**config.mk**
```make
export PLATFORM = sky130hd
export DESIGN_NAME = mc_exec_unit
export DESIGN_NICKNAME = d
export VERILOG_FILES = /design/src/rtl/mc_exec_unit.sv
export SDC_FILE = /design/constraint.sdc
export NUM_CORES = 2
export LEC_CHECK = 0
export ABC_AREA = 0
export BUFFER_PORTS_ARGS = -buffer_cell sky130_fd_sc_hd__buf_2
export CAP_MARGIN = 15
export CORE_ASPECT_RATIO = 0.7
export CORE_MARGIN = 5
export CORE_UTILIZATION = 55
export CTS_CLUSTER_SIZE = 10
export DETAILED_ROUTE_END_ITERATION = 6
export PLACE_DENSITY = 0.79
export REMOVE_ABC_BUFFERS = 1
export SYNTH_ARGS = -nofsm -noshare
export SYNTH_HDL_FRONTEND = slang
export SYNTH_SLANG_ARGS = --single-unit
```
**constraint.sdc**
```tcl
create_clock -name clk -period 5.8 [get_ports clk]
set_input_delay 0.87 -clock clk [delete_from_list [all_inputs] [get_ports clk]]
set_output_delay 0.87 -clock clk [all_outputs]
set_load 0.005 [all_outputs]
```
**src/rtl/mc_exec_unit.sv**
```systemverilog
// Multicycle execute slice: register file, operand latches, ALU, flags and branch resolution.
// A four-state sequencer takes one operation every four cycles; result_valid pulses in WB.
module mc_exec_unit #(
  parameter int WIDTH    = 32,
  parameter int REG_AW   = 4,
  parameter int IMM_W    = 16,
  parameter int ZERO_REG = 1
) (
  input  logic              clk,
  input  logic              rst,
  input  logic              op_valid,
  output logic              op_ready,
  input  logic [3:0]        alu_op,
  input  logic [REG_AW-1:0] rd,
  input  logic [REG_AW-1:0] rs1,
  input  logic [REG_AW-1:0] rs2,
  input  logic [IMM_W-1:0]  imm,
  input  logic              use_imm,
  input  logic              sign_ext,
  input  logic              wb_en,
  input  logic              auto_inc,
  input  logic [2:0]        br_mode,
  input  logic [WIDTH-1:0]  pc_in,
  output logic              result_valid,
  output logic [WIDTH-1:0]  result,
  output logic              carry,
  output logic              zero,
  output logic              negative,
  output logic              overflow,
  output logic              branch_taken,
  output logic [WIDTH-1:0]  branch_target
);

  // state | meaning
  // IDLE  | op_ready high, waiting for op_valid
  // READ  | register file read into operand latches A/B
  // EXEC  | ALU evaluates; result, flags and branch decision registered
  // WB    | result_valid high; register writes at the end of the cycle

  localparam int NREG = 1 << REG_AW;
  localparam int SH_W = $clog2(WIDTH);

  typedef enum logic [1:0] {S_IDLE, S_READ, S_EXEC, S_WB} state_t;

  state_t             state;
  logic [WIDTH-1:0]   regs [NREG];

  logic [3:0]         alu_op_q;
  logic [REG_AW-1:0]  rd_q, rs1_q, rs2_q;
  logic [IMM_W-1:0]   imm_q;
  logic               use_imm_q, sign_ext_q, wb_en_q, auto_inc_q;
  logic [2:0]         br_mode_q;
  logic [WIDTH-1:0]   pc_q;
  logic [WIDTH-1:0]   a_q, b_q;

  logic               is_branch;
  logic [WIDTH-1:0]   ext_imm;
  logic [WIDTH-1:0]   rf_a, rf_b;
  logic [3:0]         alu_sel;
  logic [WIDTH:0]     sum_w, diff_w;
  logic [SH_W-1:0]    shamt;
  logic [WIDTH-1:0]   alu_res;
  logic               alu_c, alu_v, alu_z, alu_n, br_take;

  function automatic logic wr_ok(input logic [REG_AW-1:0] addr);
    return !(ZERO_REG != 0 && addr == '0);
  endfunction

  assign is_branch = (br_mode_q >= 3'd1) && (br_mode_q <= 3'd5);

  always_comb begin
    if (sign_ext_q) ext_imm = {{(WIDTH-IMM_W){imm_q[IMM_W-1]}}, imm_q};
    else            ext_imm = {{(WIDTH-IMM_W){1'b0}}, imm_q};
  end

  always_comb begin
    rf_a = regs[rs1_q];
    rf_b = regs[rs2_q];
    if (ZERO_REG != 0 && rs1_q == '0) rf_a = '0;
    if (ZERO_REG != 0 && rs2_q == '0) rf_b = '0;
  end

  // Branches always compare with SUB so the flag-based conditions below apply.
  always_comb begin
    alu_sel = is_branch ? 4'd1 : alu_op_q;
    sum_w   = {1'b0, a_q} + {1'b0, b_q};
    diff_w  = {1'b0, a_q} - {1'b0, b_q};
    shamt   = b_q[SH_W-1:0];
    alu_res = '0;
    alu_c   = 1'b0;
    alu_v   = 1'b0;
    case (alu_sel)
      4'd0: begin
        alu_res = sum_w[WIDTH-1:0];
        alu_c   = sum_w[WIDTH];
        alu_v   = (a_q[WIDTH-1] == b_q[WIDTH-1]) && (alu_res[WIDTH-1] != a_q[WIDTH-1]);
      end
      4'd1: begin
        alu_res = diff_w[WIDTH-1:0];
        alu_c   = diff_w[WIDTH];
        alu_v   = (a_q[WIDTH-1] != b_q[WIDTH-1]) && (alu_res[WIDTH-1] != a_q[WIDTH-1]);
      end
      4'd2: alu_res = a_q & b_q;
      4'd3: alu_res = a_q | b_q;
      4'd4: alu_res = a_q ^ b_q;
      4'd5: alu_res = a_q << shamt;
      4'd6: alu_res = a_q >> shamt;
      4'd7: alu_res = $unsigned($signed(a_q) >>> shamt);
      4'd8: alu_res[0] = $signed(a_q) < $signed(b_q);
      4'd9: alu_res = b_q;
      default: alu_res = '0;
    endcase
    alu_z = (alu_res == '0);
    alu_n = alu_res[WIDTH-1];
  end

  always_comb begin
    case (br_mode_q)
      3'd1:    br_take = alu_z;
      3'd2:    br_take = !alu_z;
      3'd3:    br_take = alu_n ^ alu_v;
      3'd4:    br_take = !(alu_n ^ alu_v) && !alu_z;
      3'd5:    br_take = 1'b1;
      default: br_take = 1'b0;
    endcase
  end

  // Reset wins over the WB register write, so an aborted op never commits.
  always_ff @(posedge clk) begin
    if (rst) begin
      state         <= S_IDLE;
      op_ready      <= 1'b1;
      result_valid  <= 1'b0;
      result        <= '0;
      carry         <= 1'b0;
      zero          <= 1'b0;
      negative      <= 1'b0;
      overflow      <= 1'b0;
      branch_taken  <= 1'b0;
      branch_target <= '0;
      alu_op_q      <= '0;
      rd_q          <= '0;
      rs1_q         <= '0;
      rs2_q         <= '0;
      imm_q         <= '0;
      use_imm_q     <= 1'b0;
      sign_ext_q    <= 1'b0;
      wb_en_q       <= 1'b0;
      auto_inc_q    <= 1'b0;
      br_mode_q     <= '0;
      pc_q          <= '0;
      a_q           <= '0;
      b_q           <= '0;
      for (int i = 0; i < NREG; i++) regs[i] <= '0;
    end else begin
      case (state)
        S_IDLE: begin
          if (op_valid) begin
            alu_op_q   <= alu_op;
            rd_q       <= rd;
            rs1_q      <= rs1;
            rs2_q      <= rs2;
            imm_q      <= imm;
            use_imm_q  <= use_imm;
            sign_ext_q <= sign_ext;
            wb_en_q    <= wb_en;
            auto_inc_q <= auto_inc;
            br_mode_q  <= br_mode;
            pc_q       <= pc_in;
            op_ready   <= 1'b0;
            state      <= S_READ;
          end
        end
        S_READ: begin
          a_q   <= rf_a;
          b_q   <= (use_imm_q && !is_branch) ? ext_imm : rf_b;
          state <= S_EXEC;
        end
        S_EXEC: begin
          result        <= alu_res;
          carry         <= alu_c;
          zero          <= alu_z;
          negative      <= alu_n;
          overflow      <= alu_v;
          branch_taken  <= br_take;
          branch_target <= pc_q + (ext_imm << 2);
          result_valid  <= 1'b1;
          state         <= S_WB;
        end
        S_WB: begin
          result_valid <= 1'b0;
          op_ready     <= 1'b1;
          state        <= S_IDLE;
          if (!is_branch) begin
            if (auto_inc_q && wr_ok(rs1_q)) regs[rs1_q] <= a_q + WIDTH'(1);
            if (wb_en_q && wr_ok(rd_q))     regs[rd_q]  <= result;
          end
        end
        default: state <= S_IDLE;
      endcase
    end
  end

endmodule

```
# Word level (Yosys, flattened, before mapping)
# Memory sizes are Yosys's and may differ from the RTL's. A register that Yosys moved wholly into a read port is not among the register bits.
# Cells that the tools add are included.
[classes] n_lt_le_gt_ge=3 add_sub_neg=4 n_shift=3 reduce_logical=24 bitwise_logic=4 div=0 eq_ne=22 n_mux=37 multipliers=0
[op_table] op="$pmux 31 s9" count=1
[op_table] op="$mux 32" count=6
[op_table] op="$reduce_or 32->1" count=2
[op_table] op="$add 32x32->33" count=1
[op_table] op="$sub 32x32->33" count=1
[op_table] op="$add 32x1->32 const B" count=1
[op_table] op="$add 32x32->32" count=1
[op_table] op="$and 32x32->32" count=1
[op_table] op="$logic_not 32->1" count=1
[op_table] op="$lt 32x32->1" count=1
[op_table] op="$or 32x32->32" count=1
[op_table] op="$shl 32x5->32" count=1
[op_table] op="$shr 32x5->32" count=1
[op_table] op="$sshr 32x5->32" count=1
[op_table] op="$xor 32x32->32" count=1
[op_table] op="$mux 4" count=7
[op_table] op="$eq 4x3->1 const B" count=4
[op_table] op="$logic_not 4->1" count=4
[op_table] op="$mux 1" count=15
[op_table] op="$pmux 1 s10" count=1
[op_table] op="$eq 4x2->1 const B" count=2
[op_table] op="$eq 4x4->1 const B" count=2
[op_table] op="$pmux 1 s2" count=4
[op_table] op="$pmux 2 s4" count=1
[op_table] op="other kinds (19)" count=36
[totals] n_memories=1 ramBits=512 reg_bits=208 in_bits=74 out_inout_bits=71 rom_bits=0 latchBits=0
[memory_table] name="regs" depth=16 width=32 read_ports=2 rd_clocked_by_memory_dff=2 write_ports=16 line="46" text="logic [WIDTH-1:0] regs [NREG];"

# Depth between registers and ports, before layout
[depth] ltp_word=10 ltp_mapped=19 depth_no_buf=15

# Worst setup path before layout
# No wires, ideal clock.
[synth_path] path_type="register to register" startpoint="reg b_q[3]" endpoint="reg branch_taken" path_stages_with_launch=19 setup_slack_ps=1082 setup_ps=95 n_path_buf=4 t_arrival_ps=4623 required_time_ps=5705 path_cell_list="dfxtp_1 -> buf_2 -> inv_1 -> clkbuf_1 -> clkbuf_1 -> clkbuf_1 -> ha_1 -> inv_1 -> o221ai_1 -> a2111oi_2 -> o21ai_1 -> a311o_1 -> and2_0 -> a221oi_1 -> o21ba_2 -> nand3_1 -> or4_1 -> or2_1 -> o311ai_1"
[synth_via] elab_chain_cells=8 elab_cells_between_ends=22 classes_between="add/sub (2); order compare (1); eq/ne (2); shift (3); mux (4); bitwise (4); reduce/logical (6)"
[synth_lines] element="from (decl)" line="54" text="logic [WIDTH-1:0] a_q, b_q;"
[synth_lines] element="from (signal assigned)" line="176" text="b_q <= (use_imm_q && !is_branch) ? ext_imm : rf_b;"
[synth_lines] element="branches (longest 7 deep; another with $sub 32x32->33)"
[synth_lines] element="$pmux 1 s5 (*)" line="118" text="case (br_mode_q)"
[synth_lines] element="to (signal assigned)" line="185" text="branch_taken <= br_take;"
[synth_lines] element="to (decl)" line="30" text="output logic branch_taken,"
# Every way passes the cells marked *.
# A chain may end at the register's enable or synchronous reset.

# Final worst setup path
[layout_path] startpoint="reg a_q[2]" endpoint="reg branch_taken"
[layout_via] elab_chain_cells=8 elab_cells_between_ends=22 classes_between="add/sub (2); order compare (1); eq/ne (2); shift (3); mux (4); bitwise (4); reduce/logical (6)"
[layout_lines] element="from (decl)" line="54"
[layout_lines] element="from (signal assigned)" line="175" text="a_q <= rf_a;"
[layout_lines] element="branches (longest 7 deep; another with $sub 32x32->33)"
[layout_lines] element="$pmux 1 s5 (*)" line="118"
# Marked as above.

==> flow_summary_export.csv <==
group,metric,value,unit
run_status,status,"finished clean",
setup_path,crit_fanout,16,
global_route,grt_pass1_wl,293000,um
power,cellPowerDensity,429,mW/mm2
place,place_inst,6049,
clock_network,cts_resized,0,
final_layout,finalInstanceArea,0.0540,mm2
clock_network,clock_latency,720,ps
logic_synthesis,synth-main-ff-cell,"edfxtp_1",
timing,post-route-period-util,94.0,%
clock_network,root_buffer,"clkbuf_16",
die,die_area,0.0957,mm2
logic_synthesis,synth_seq_cells,727,
job,drv_cap,0,
timing,tightest_slew,1440,ps
timing,setup_viol,0,
clock_network,post_cts_buffers,0,
timing,post-route-min-period,5450,ps
setup_path,crit_type,"flop to flop",
clock_network,numCtsBuffers,84,
drt,vias,46000,
drt,ant_nets,0,
logic_synthesis,yosysTopAreaCell,"edfxtp_1",
logic_synthesis,ys_top_cells_by_area,"edfxtp_1 31%, mux4_2 14%, dfxtp_1 8.7%",
timing,hold_viol,0,
clock_network,clock_sinks,727,
clock_network,clockBufferDepth,3,
timing,relSlewSlack,4.09,%
logic_synthesis,yosysSeqAreaShare,40.0,%
setup_path,required,6390,ps
timing,rsz0062_at_grt,"false",
logic_synthesis,syn_avg_cell_area,9.81,um2
hold_path,hp-class,"input pin to flop",
place,dpl-instance-area,0.0514,mm2
final_layout,nets,5189,
drt,drt_pass1_iterations,7,
setup_path,max_stage_delay,1080,ps
final_layout,final_cells,6186,
clock_network,cts_tree,"done",
final_layout,nFillCells,7060,
logic_synthesis,ys_warn_count,0,
logic_synthesis,async_reset_ff_share,0,%
place,port_buffers,144,
global_route,grt_pass1_vias,42900,
die,rows,91,
logic_synthesis,netlist_instances,5018,
setup_path,critPathLaunchType,"flop",
drt,wirelength,204000,um
setup_path,worstSetupEndpointType,"flop",
setup_path,cp_slowest_cell,"o31ai_1",
setup_path,critPathMostFrequentCell,"o31a_1",
die,die_h,260,um
global_route,antenna_found_initial,2,
die,initial_utilization,55.6,%
clock_network,postCtsHoldBufs,0,
timing,fmax,183,MHz
logic_synthesis,synth_edf_count,512,
setup_path,path_cells,"buf_4 > inv_1 > ha_1 > nor2_1 > o31ai_1 > o31a_1 > a41oi_1 > and2_1 > o21a_1 > o31a_1 > nor3b_1 > nand4_1 > or4_1 > or2_1 > o311ai_1",
clock_network,clkTransAtPathRegs,60,ps
drt,drc,0,
die,core,0.0885,mm2
logic_synthesis,yosysTopAreaCellShare,31.2,%
place,place_ws,705,ps
setup_path,critPathArrivalTime,6040,ps
timing,clock_skew,69.5,ps
drt,routed_via_density,7.44,
power,clkPwrFrac,22.0,%
power,swShare,44.8,%
clock_network,htree_levels,3,
power,p_seq_share,30.1,%
logic_synthesis,synth.cell_area,0.0492,mm2
power,comb_power_share,47.9,%
power,leakage,18.1,nW
timing,setup_ws,348,ps
timing,drv_slew,0,
drt,drtIter0Drc,9278,
power,p_sw,10.4,mW
power,power,23.1,mW
global_route,grt.overflow.total,0,
final_layout,area_growth,9.60,%
global_route,grt_max_degree,114,
setup_path,ff2ff_setup_slack,350,ps
power,vdd_drop_max,0.000293,V
die,die_w,368,um
die,io_pins,145,
timing,whs,415,ps
logic_synthesis,synth.distinct_cells,102,
place,detailed_place_hpwl,135000,um
final_layout,drive_above_1_share,18.2,%
place,gp_congestion,1.09,
global_route,grt_usage,41.4,%
drt,avgRoutedWirePerCell,33.0,um
power,intPower,12.8,mW
area by class of cell:
| type | instances | area [um2] | area share (%) |
|---|---|---|---|
| timing repair buffer | 364 | 2480 | 4.60 |
| clock buffer | 116 | 2300 | 4.26 |
| tap | 1162 | 1450 | 2.69 |
| clock inverter | 9 | 198 | 0.366 |
| multi-input combinational | 3693 | 27400 | 50.7 |
| inverter | 111 | 417 | 0.772 |
| antenna | 4 | 10.0 | 0.0186 |
| sequential | 727 | 19700 | 36.5 |
critical path: cells and delay by family (launching register included):
family | cells | cell delay, ps
flip-flops | 1 | 340
adder cells (fa/ha/maj) | 1 | 450
AO/OA/AOI/OAI | 6 | 2610
AND/OR/NAND/NOR | 6 | 1650
buffers and inverters | 2 | 300
Yosys cell counts, drive strengths merged, types with 62 or more instances:
| master | n |
|---|---|
| dfxtp | 215 |
| ha | 131 |
| inv | 110 |
| mux2i | 154 |
| a21oi | 297 |
| nand2b | 62 |
| a211oi | 119 |
| nor2 | 284 |
| clkbuf | 375 |
| edfxtp | 512 |
| o21ai | 569 |
| o211ai | 66 |
| mux4 | 315 |
| nor3 | 86 |
| nand2 | 844 |
| buf | 143 |
registers in the layout, summed over array words and instances, names as in the netlist, 16 cells and up, named ones only:
name           flops
pc_q              32
regs             512
b_q               32
a_q               32
imm_q             16
branch_target     32
result            32
routing by layer:
layer / vias up / global-route usage, % / share of wire, %
li1: 18600 / - / -
met1: 21900 / 57.1 / 36
met2: 4747 / 55.7 / 39
met3: 818 / 18.9 / 19
met4: 0 / 18.7 / 5.8
met5: - / 0 / 0
power groups by stage:
stage	Combinational [mW]	Sequential, mW	Clock (mW)
floorplan	6.03	7.38	0
finish	11.1	6.96	5.09
global route	11.4	7.00	5.31
CTS	10.5	6.92	5.10
global placement	10.4	6.98	0
detailed placement	10.4	7.02	0
final timing paths:
path	from	endpoint	cells after the start
setup reg to reg	a_q[2]	branch_taken	15
hold / removal	pc_in[26]	pc_q[26]	3
setup / recovery	a_q[2]	branch_taken	15
hold reg to reg	pc_q[12]	pc_q[12]	2
kinds of logic (layout without fill, tap and decap cells):
| kind of cell | after synthesis | in the layout | share of synthesized area [%] |
|---|---|---|---|
| adders and majority gates | 134 | 134 | 3.45 |
| muxes | 519 | 519 | 18.7 |
| AOI/OAI and AO/OA | 1404 | 1404 | 17.7 |
| xor gates and xnor gates | 71 | 71 | 1.26 |
| and+or+nand+nor | 1533 | 1533 | 13.6 |
| DFF | 727 | 727 | 40.0 |
| buffers and inverters | 629 | 600 | 5.28 |
| other | 1 | 36 | 0.00762 |
per-stage QoR:
stage               TNS [ps]  util [%]
floorplan             -76270         -
global placement           0      58.1
detailed placement         0      58.1
CTS                        0      60.9
global route               0      61.0
finish                     0      61.0
layout by cell type, fill, tap and decap left out, types with 49 or more instances in the layout:
cell	count
inv_1	109
nand2_1	843
mux4_2	308
buf_4	211
ha_1	129
nand3_1	54
buf_2	143
clkbuf_16	87
a21oi_1	294
mux2i_1	154
o211ai_1	66
nand2b_1	62
mux2_2	49
nor3_1	82
dfxtp_1	201
nor2_1	270
o21ai_0	552
a211oi_1	118
xnor2_1	59
edfxtp_1	512
nor2b_1	54
Power figures use the tool's default switching activity.
